File: src/rtl/uart_receiver_counter_if.sv
// Bundle between the UART receiver and its bit-timing generator: baud divisor in,
// per-bit sample strobe and end-of-frame strobe out.
interface uart_receiver_counter_if;
    logic [15:0] receive_count_value;
    logic        receive_enable;
    logic        receive_finish;

    modport master (
        output receive_count_value,
        input  receive_enable,
        input  receive_finish
    );

    modport slave (
        input  receive_count_value,
        output receive_enable,
        output receive_finish
    );
endinterface

File: src/rtl/uart_receiver_counter.sv
// UART receive bit-timing generator: after reset release, strobes enable at the
// centre of every frame bit and finish at the final stop-bit sample.
module uart_receiver_counter #(
    parameter int DATA_BITS = 8,
    parameter int PARITY_EN = 0,
    parameter int STOP_BITS = 1
) (
    input  logic                    i_sys_clk,
    input  logic                    i_rst,
    uart_receiver_counter_if.slave  bus
);
    localparam int         FRAME_BITS = 1 + DATA_BITS + PARITY_EN + STOP_BITS;
    localparam logic [3:0] FB_IDX     = 4'(FRAME_BITS);

    localparam logic [1:0] ST_HALF = 2'd0;
    localparam logic [1:0] ST_BIT  = 2'd1;
    localparam logic [1:0] ST_DONE = 2'd2;

    logic [1:0]  state_q, state_d;
    logic [15:0] count_q, count_d;
    logic [3:0]  bit_idx_q, bit_idx_d;
    logic [15:0] n_q;
    logic [15:0] n_load;
    logic [15:0] half_val;
    logic        enable_q, enable_d;
    logic        finish_q, finish_d;

    // Divisors below 2 would give a zero-length half bit; clamp them to 2.
    assign n_load   = (bus.receive_count_value < 16'd2) ? 16'd2 : bus.receive_count_value;
    assign half_val = n_q >> 1;

    always_comb begin
        state_d   = state_q;
        count_d   = count_q;
        bit_idx_d = bit_idx_q;
        enable_d  = 1'b0;
        finish_d  = 1'b0;
        case (state_q)
            ST_HALF: begin
                if (count_q == half_val - 16'd1) begin
                    enable_d  = 1'b1;
                    bit_idx_d = 4'd1;
                    count_d   = 16'd0;
                    state_d   = ST_BIT;
                end else begin
                    count_d = count_q + 16'd1;
                end
            end
            ST_BIT: begin
                if (count_q == n_q - 16'd1) begin
                    enable_d  = 1'b1;
                    count_d   = 16'd0;
                    bit_idx_d = bit_idx_q + 4'd1;
                    if (bit_idx_q + 4'd1 == FB_IDX) begin
                        finish_d = 1'b1;
                        state_d  = ST_DONE;
                    end
                end else begin
                    count_d = count_q + 16'd1;
                end
            end
            ST_DONE: begin
                state_d = ST_DONE;
            end
            default: begin
                state_d = ST_DONE;
            end
        endcase
    end

    // The divisor is captured only while reset is held, so it is frozen per frame.
    always_ff @(posedge i_sys_clk) begin
        if (i_rst) begin
            state_q   <= ST_HALF;
            count_q   <= 16'd0;
            bit_idx_q <= 4'd0;
            enable_q  <= 1'b0;
            finish_q  <= 1'b0;
            n_q       <= n_load;
        end else begin
            state_q   <= state_d;
            count_q   <= count_d;
            bit_idx_q <= bit_idx_d;
            enable_q  <= enable_d;
            finish_q  <= finish_d;
        end
    end

    assign bus.receive_enable = enable_q;
    assign bus.receive_finish = finish_q;
endmodule

File: src/flat_wrapper.sv
// flat-port wrapper written by rule: the top's interface ports become plain ports
module uart_receiver_counter_flat 
#(
    parameter int DATA_BITS = 8,
    parameter int PARITY_EN = 0,
    parameter int STOP_BITS = 1
)
  (i_sys_clk, i_rst, bus_receive_count_value, bus_receive_enable, bus_receive_finish);
  uart_receiver_counter_if bus_i ();
  input  logic i_sys_clk;
  input  logic i_rst;
  input wire logic [$bits(bus_i.receive_count_value)-1:0] bus_receive_count_value;
  output wire logic [$bits(bus_i.receive_enable)-1:0] bus_receive_enable;
  output wire logic [$bits(bus_i.receive_finish)-1:0] bus_receive_finish;
  assign bus_i.receive_count_value = bus_receive_count_value;
  assign bus_receive_enable = bus_i.receive_enable;
  assign bus_receive_finish = bus_i.receive_finish;
  uart_receiver_counter #(.DATA_BITS(DATA_BITS), .PARITY_EN(PARITY_EN), .STOP_BITS(STOP_BITS)) u_core (.i_sys_clk(i_sys_clk), .i_rst(i_rst), .bus(bus_i));
endmodule
File: config.mk
export PLATFORM = sky130hd
export DESIGN_NAME = uart_receiver_counter_flat
export DESIGN_NICKNAME = d
export VERILOG_FILES = /design/src/rtl/uart_receiver_counter_if.sv /design/src/rtl/uart_receiver_counter.sv /design/src/flat_wrapper.sv
export SDC_FILE = /design/constraint.sdc
export NUM_CORES = 1
export LEC_CHECK = 0
export ABC_AREA = 1
export CELL_PAD_IN_SITES_DETAIL_PLACEMENT = 0
export CELL_PAD_IN_SITES_GLOBAL_PLACEMENT = 1
export CORE_MARGIN = 4
export CORE_UTILIZATION = 30
export DETAILED_ROUTE_END_ITERATION = 7
export GPL_TIMING_DRIVEN = 0
export HOLD_SLACK_MARGIN = 0.05
export PLACE_DENSITY = 0.61
export SLEW_MARGIN = 10
export SYNTH_ARGS = -nofsm -noshare
export SYNTH_HDL_FRONTEND = slang
export SYNTH_SLANG_ARGS = --single-unit
File: constraint.sdc
create_clock -name i_sys_clk -period 6.9 [get_ports i_sys_clk]
set_input_delay 1.38 -clock i_sys_clk [delete_from_list [all_inputs] [get_ports i_sys_clk]]
set_output_delay 1.38 -clock i_sys_clk [all_outputs]
set_load 0.05 [all_outputs]
==> metrics.txt, run 1 <==
HP Start u_core.bit_idx_q[3]$_SDFFE_PP0P_; wire length per cell 12.88 µm; reg2reg start u_core.n_q[1]$_SDFFCE_PN1P_; Die Y 111.1 µm; Max Fanout on Critical Path 23; RSZ-0062 raised after global routing no; outcome complete, no violations; crit path from i_rst; Least-Margin Pin Slew 1.075 ns; dpl cells 626; vias per inst 4.404; DRT Pass-1 Iters 4; Slew Viols, Final 0; Area Overhead vs Synth 14.12%; EDFF count, synth 16; CTS Buf Count 5; fmax 290.0 MHz; Setup crit start kind input port; Worst VDD drop 0.00008333 V; r2r worst-path depth 13; post-CTS setup buffer count 0; initial antenna violation count 0; DRC viols 0; GRT Resource Usage Total 0.1368; Die ar. 12,350 µm²; worst reg-to-reg setup slack 4.12 ns; Worst Hold Class reg2reg; cts hold-fix bufs 0; RD Place Congestion 0.7958; first-pass GRT wire length 13,710 µm; grt total ovfl 0; Clock Skew 0.005381 ns; cells after synthesis 471; antenna cell count 0; Slew HR 0.2808; top cell type's share of synthesized area 0.1541; ranking of synthesized cells by area nand2_1, dfxtp_1, edfxtp_1; crit path kind in2reg; pwr dens 153.1 nW/µm²; Main synth FF type dfxtp_1; final hold viol count 0; CTS tree built; syn nets 494; Post-synth top cells nand2_1, nor2_1, inv_1; hold-critical path depth 2; setup TNS 0 ns; Post-Synthesis Cell Area 3191 µm²; CTS Buffer Depth 2; DR iter-0 viols 152; hold endpoint u_core.bit_idx_q[3]$_SDFFE_PP0P_; cell taking the most area after synthesis nand2_1; Seq/Total Area, Yosys 0.3012; CTS Root Cell clkbuf_8; vias in the first global route 2,733; largest net degree at the start of global routing 24; DRT Wirelength 8166 µm; fin crit share 0.4998; critical path endpoint category register; CTS sink cnt 40; Critical Path AT 3.63 ns; share of cells above drive strength 1 0.1004; ANT nets after route 0; top-count cell post-synth nand2_1; floorplan row count 37; Non-Filler Instances 634; PortBufs 19; core footprint 10,320 µm²; die width 111.1 µm; nets@finish 520; RR Endpoint u_core.count_q[13]$_SDFFE_PP0P_; max_cap viols 0; required time worst endpoint 7.08 ns; Final min period 3.448 ns; vias after detailed routing 2,792; I/O Pins 20; Cell variety after synth 37; sequential cell area 960.9 µm²; Worst-path clk slew 0.08 ns; Seq cells post-synth 40; Clock Latency Late Sink 0.29 ns; CTS resizes 0; Ys Warns 0; H-tree depth 2; Starting Density 0.3091; leakage 1.528 nW; fill cell count 1,125; fraction of registers with async set/reset 0; area of the multi-input gates 1911 µm²; detailed placement HPWL 6796 µm; Syn Area/Cell 6.774 µm²; Final setup viols 0
==> cell type report <==
class / instances / share of cell area
Tap cell: 136 / 0.04674
Buffer: 19 / 0.02715
Multi-Input combinational cell: 354 / 0.5247
Timing Repair Buffer: 19 / 0.05223
Sequential cell: 40 / 0.2639
Clock buffer: 8 / 0.02474
Inverter: 58 / 0.06048
==> worst max-delay path, cell delays in order <==
cell and delay (ns):
clkdlybuf4s50_1 1.17, clkinv_1 0.60, nand2_4 0.25, buf_12 0.16
nor2_2 0.04
==> cells by family (layout without fill, tap and decap cells) <==
logic type / Yosys count / after routing / synth area share
compound gates: 13 / 13 / 0.02235
xor+xnor: 40 / 40 / 0.1122
fa+ha+maj: 5 / 5 / 0.01961
buf+inv: 77 / 104 / 0.1000
flops: 40 / 40 / 0.3012
simple gates: 296 / 296 / 0.4447
==> stage by stage <==
step	power (mW)	area, µm²	hold WS, ns	util	worst slack [ns]
after floorplan	0.3623	3191	0.4731	-	4.498
after global placement	0.4012	3551	0.4867	0.3440	3.124
after detailed placement	0.4016	3551	0.4950	0.3440	3.081
after CTS	0.5656	3641	0.5073	0.3527	3.400
after global routing	0.5935	3641	0.5659	0.3527	3.265
final	0.5575	3641	0.5109	0.3527	3.452
==> routing by layer <==
layer | track usage | wire length (µm)
met5 | 0 | 0
met4 | 0.02920 | 76
met3 | 0.01474 | 215
met2 | 0.2197 | 3577
met1 | 0.1984 | 4298
==> sequential cells by signal (all words and copies together), names as in the netlist <==
name,count
u_core.state_q,2
u_core.count_q,16
u_core.n_q,16
u_core.bus.receive_finish,1
u_core.bit_idx_q,4
u_core.bus.receive_enable,1
==> worst max-delay path by stage <==
stage / to / depth (start not counted)
6_report: u_core.count_q[13]$_SDFFE_PP0P_ / 5
5_1_grt: u_core.count_q[13]$_SDFFE_PP0P_ / 5
4_1_cts: u_core.count_q[13]$_SDFFE_PP0P_ / 5
3_5_place_dp: u_core.count_q[13]$_SDFFE_PP0P_ / 5
3_3_place_gp: u_core.count_q[13]$_SDFFE_PP0P_ / 5
2_1_floorplan: u_core.n_q[0]$_SDFFCE_PN0P_ / 3
==> power breakdown <==
group          total [mW]  switching [mW]  internal, mW
Combinational       0.118          0.0707        0.0477
Sequential          0.277          0.0190         0.258
Clock               0.162          0.0804        0.0817
Total               0.558           0.170         0.387
==> cells in the final DEF, fill, tap and decap left out, types with 3 or more instances in the layout <==
cell type / instances
edfxtp_1: 16
nor4_1: 3
xnor2_1: 12
clkdlybuf4s50_1: 19
dfxtp_1: 24
nand2_2: 4
a21oi_1: 3
nand4_1: 15
nor2_2: 17
clkbuf_1: 16
nor3_1: 4
nand3b_1: 9
nand2_1: 131
o21ai_0: 7
nor2_4: 8
clkbuf_8: 6
nand3_1: 33
nor2_1: 62
inv_1: 56
xor2_1: 27
ha_1: 5
Note: power is estimated with default switching activity, not from simulation.
==> inputs of run 2 (changes only) <==
PLACE_DENSITY = 0.64   (was 0.61)
clock period = 3.06 ns   (was 6.9 ns; I/O delays follow)
==> run 2 against run 1 <==
Clock-buffer cell count decreased by 3; critical path depth up 9; sequential share of layout area is essentially flat; non-clock buffer count unchanged; combinational power increased by 130%; die area unchanged; worst hold slack lost 0.0083 ns; cell count stayed put; sequential cell count is the same; critical endpoint is now u_core.count_q[3]$_SDFFE_PP0P_.
==> metrics.txt, run 2 (same netlist as run 1, synthesis figures left out) <==
outcome complete, no violations; Final setup viols 0; required time worst endpoint 3.25 ns; Critical Path AT 2.94 ns; total power 1.230 mW; Largest regs u_core.count_q (16), u_core.n_q (16), u_core.bit_idx_q (4); cts hold-fix bufs 0; Place WS 0.05771 ns; CTS Root Cell clkbuf_8; CP Cell Sequence inv_1 -> ha_1 -> nand2_1 -> nor2_8 -> nand4_1 -> nand2_1 -> nand2_1 -> nor2_1 -> nand4_4 -> nand2_4 -> inv_4 -> nand2_4 -> buf_12 -> nor2_2; grt total ovfl 0; CTS sink cnt 40; DRC viols 0; vias per inst 4.483; crit path kind reg2reg; Hold Worst Slack 0.5026 ns; dpl cells 626; GRT Resource Usage Total 0.1353; pwr dens 338.2 nW/µm²; I/O Pins 20; RSZ-0062 raised after global routing no; first-pass GRT wire length 13,570 µm; Worst VDD drop 0.0003303 V; vias after detailed routing 2,842; detailed placement HPWL 6672 µm; CTS resizes 0; Die Y 111.1 µm; max_cap viols 0; die width 111.1 µm; WP buf/inv 3; fmax 363.2 MHz; setup TNS 0 ns; vias in the first global route 2,793; H-tree depth 2; DR iter-0 viols 141; Die ar. 12,350 µm²; CTS Buffer Depth 2; worst stage delay on the critical path 0.45 ns; most frequent CP cell nand2_1; Area Overhead vs Synth 13.96%; leakage 1.527 nW; core footprint 10,320 µm²; most frequent cells in the layout nand2_1, nor2_1, inv_1; post-route cell area 3636 µm²; Placed Instance Area 3551 µm²; Least-Margin Pin Slew 1.011 ns; fin crit share 0.8998; setup ws final 0.3067 ns; CTS Buf Count 5; CP top delay family simple AND/OR/NAND/NOR gates; Slew HR 0.3238; Slew Viols, Final 0; CTS tree built; DRT Wirelength 7980 µm; Worst-path clk slew 0.08 ns; final hold viol count 0; PortBufs 19; share of cells above drive strength 1 0.1044; Max Fanout on Critical Path 10; post-CTS setup buffer count 0; RD Place Congestion 0.8713; final core utilization 0.3522; largest net degree at the start of global routing 24; wire length per cell 12.59 µm; Final min period 2.753 ns; floorplan row count 37; Worst path slowest cell edfxtp_1; Starting Density 0.3091; Non-Filler Instances 634; antenna cell count 0; Clock Skew 0.005631 ns; Worst Hold Class reg2reg; initial antenna violation count 0; DRT Pass-1 Iters 4; Setup crit start kind register; Clock Latency Late Sink 0.29 ns; nets@finish 520; commonest non-fill, non-tap cell in the layout nand2_1; ANT nets after route 0; critical path endpoint category register
==> run 2: cell types whose count changed in the layout (fill, tap and decap cells not counted) <==
cell      before  now
clkbuf_1      16   14
clkbuf_8       6    5
clkinv_1       1    2
clkinv_2       0    2
nor2_1        62   61
nor2_2        17   18
==> run 2: worst paths after layout <==
check / slack (ns) / start / to / cells past startpoint
worst max register to register: 0.31 / u_core.n_q[1]$_SDFFCE_PN1P_ / u_core.count_q[3]$_SDFFE_PP0P_ / 14
worst max-delay path: 0.31 / u_core.n_q[1]$_SDFFCE_PN1P_ / u_core.count_q[3]$_SDFFE_PP0P_ / 14
worst min register to register: 0.50 / u_core.bit_idx_q[3]$_SDFFE_PP0P_ / u_core.bit_idx_q[3]$_SDFFE_PP0P_ / 2
worst min-delay path: 0.50 / u_core.bit_idx_q[3]$_SDFFE_PP0P_ / u_core.bit_idx_q[3]$_SDFFE_PP0P_ / 2
==> run 2: tightest hold or removal path, stage by stage, from the launching register on <==
cell     delay, ns
dfxtp_1       0.33
nand4_1       0.09
nand2_1       0.05
==> run 2: power by group <==
| part | total, mW | internal [mW] | switching, mW |
|---|---|---|---|
| Clock | 0.339 | 0.155 | 0.184 |
| Sequential | 0.623 | 0.582 | 0.0414 |
| Combinational | 0.267 | 0.108 | 0.159 |
==> run 2: area by class of cell <==
| class | count | area, µm² |
|---|---|---|
| Clock buffer | 5 | 68.82 |
| Timing Repair Buffer | 19 | 190.2 |
| Multi-Input combinational cell | 354 | 1913 |
| Sequential cell | 40 | 960.9 |
| Tap cell | 136 | 170.2 |
| Clock inverter | 3 | 13.76 |
| Buffer | 19 | 98.84 |
| Fill cell | 1130 | 6688 |
| Inverter | 58 | 220.2 |
==> run 2: layer usage <==
metal  vias up  GRT usage  wire length [µm]
met5         -          0                 0
met4         0    0.03731               122
met3        11    0.01638               144
met2        26     0.2168              3535
met1      1286     0.1918              4177
li1       1519          -                 -
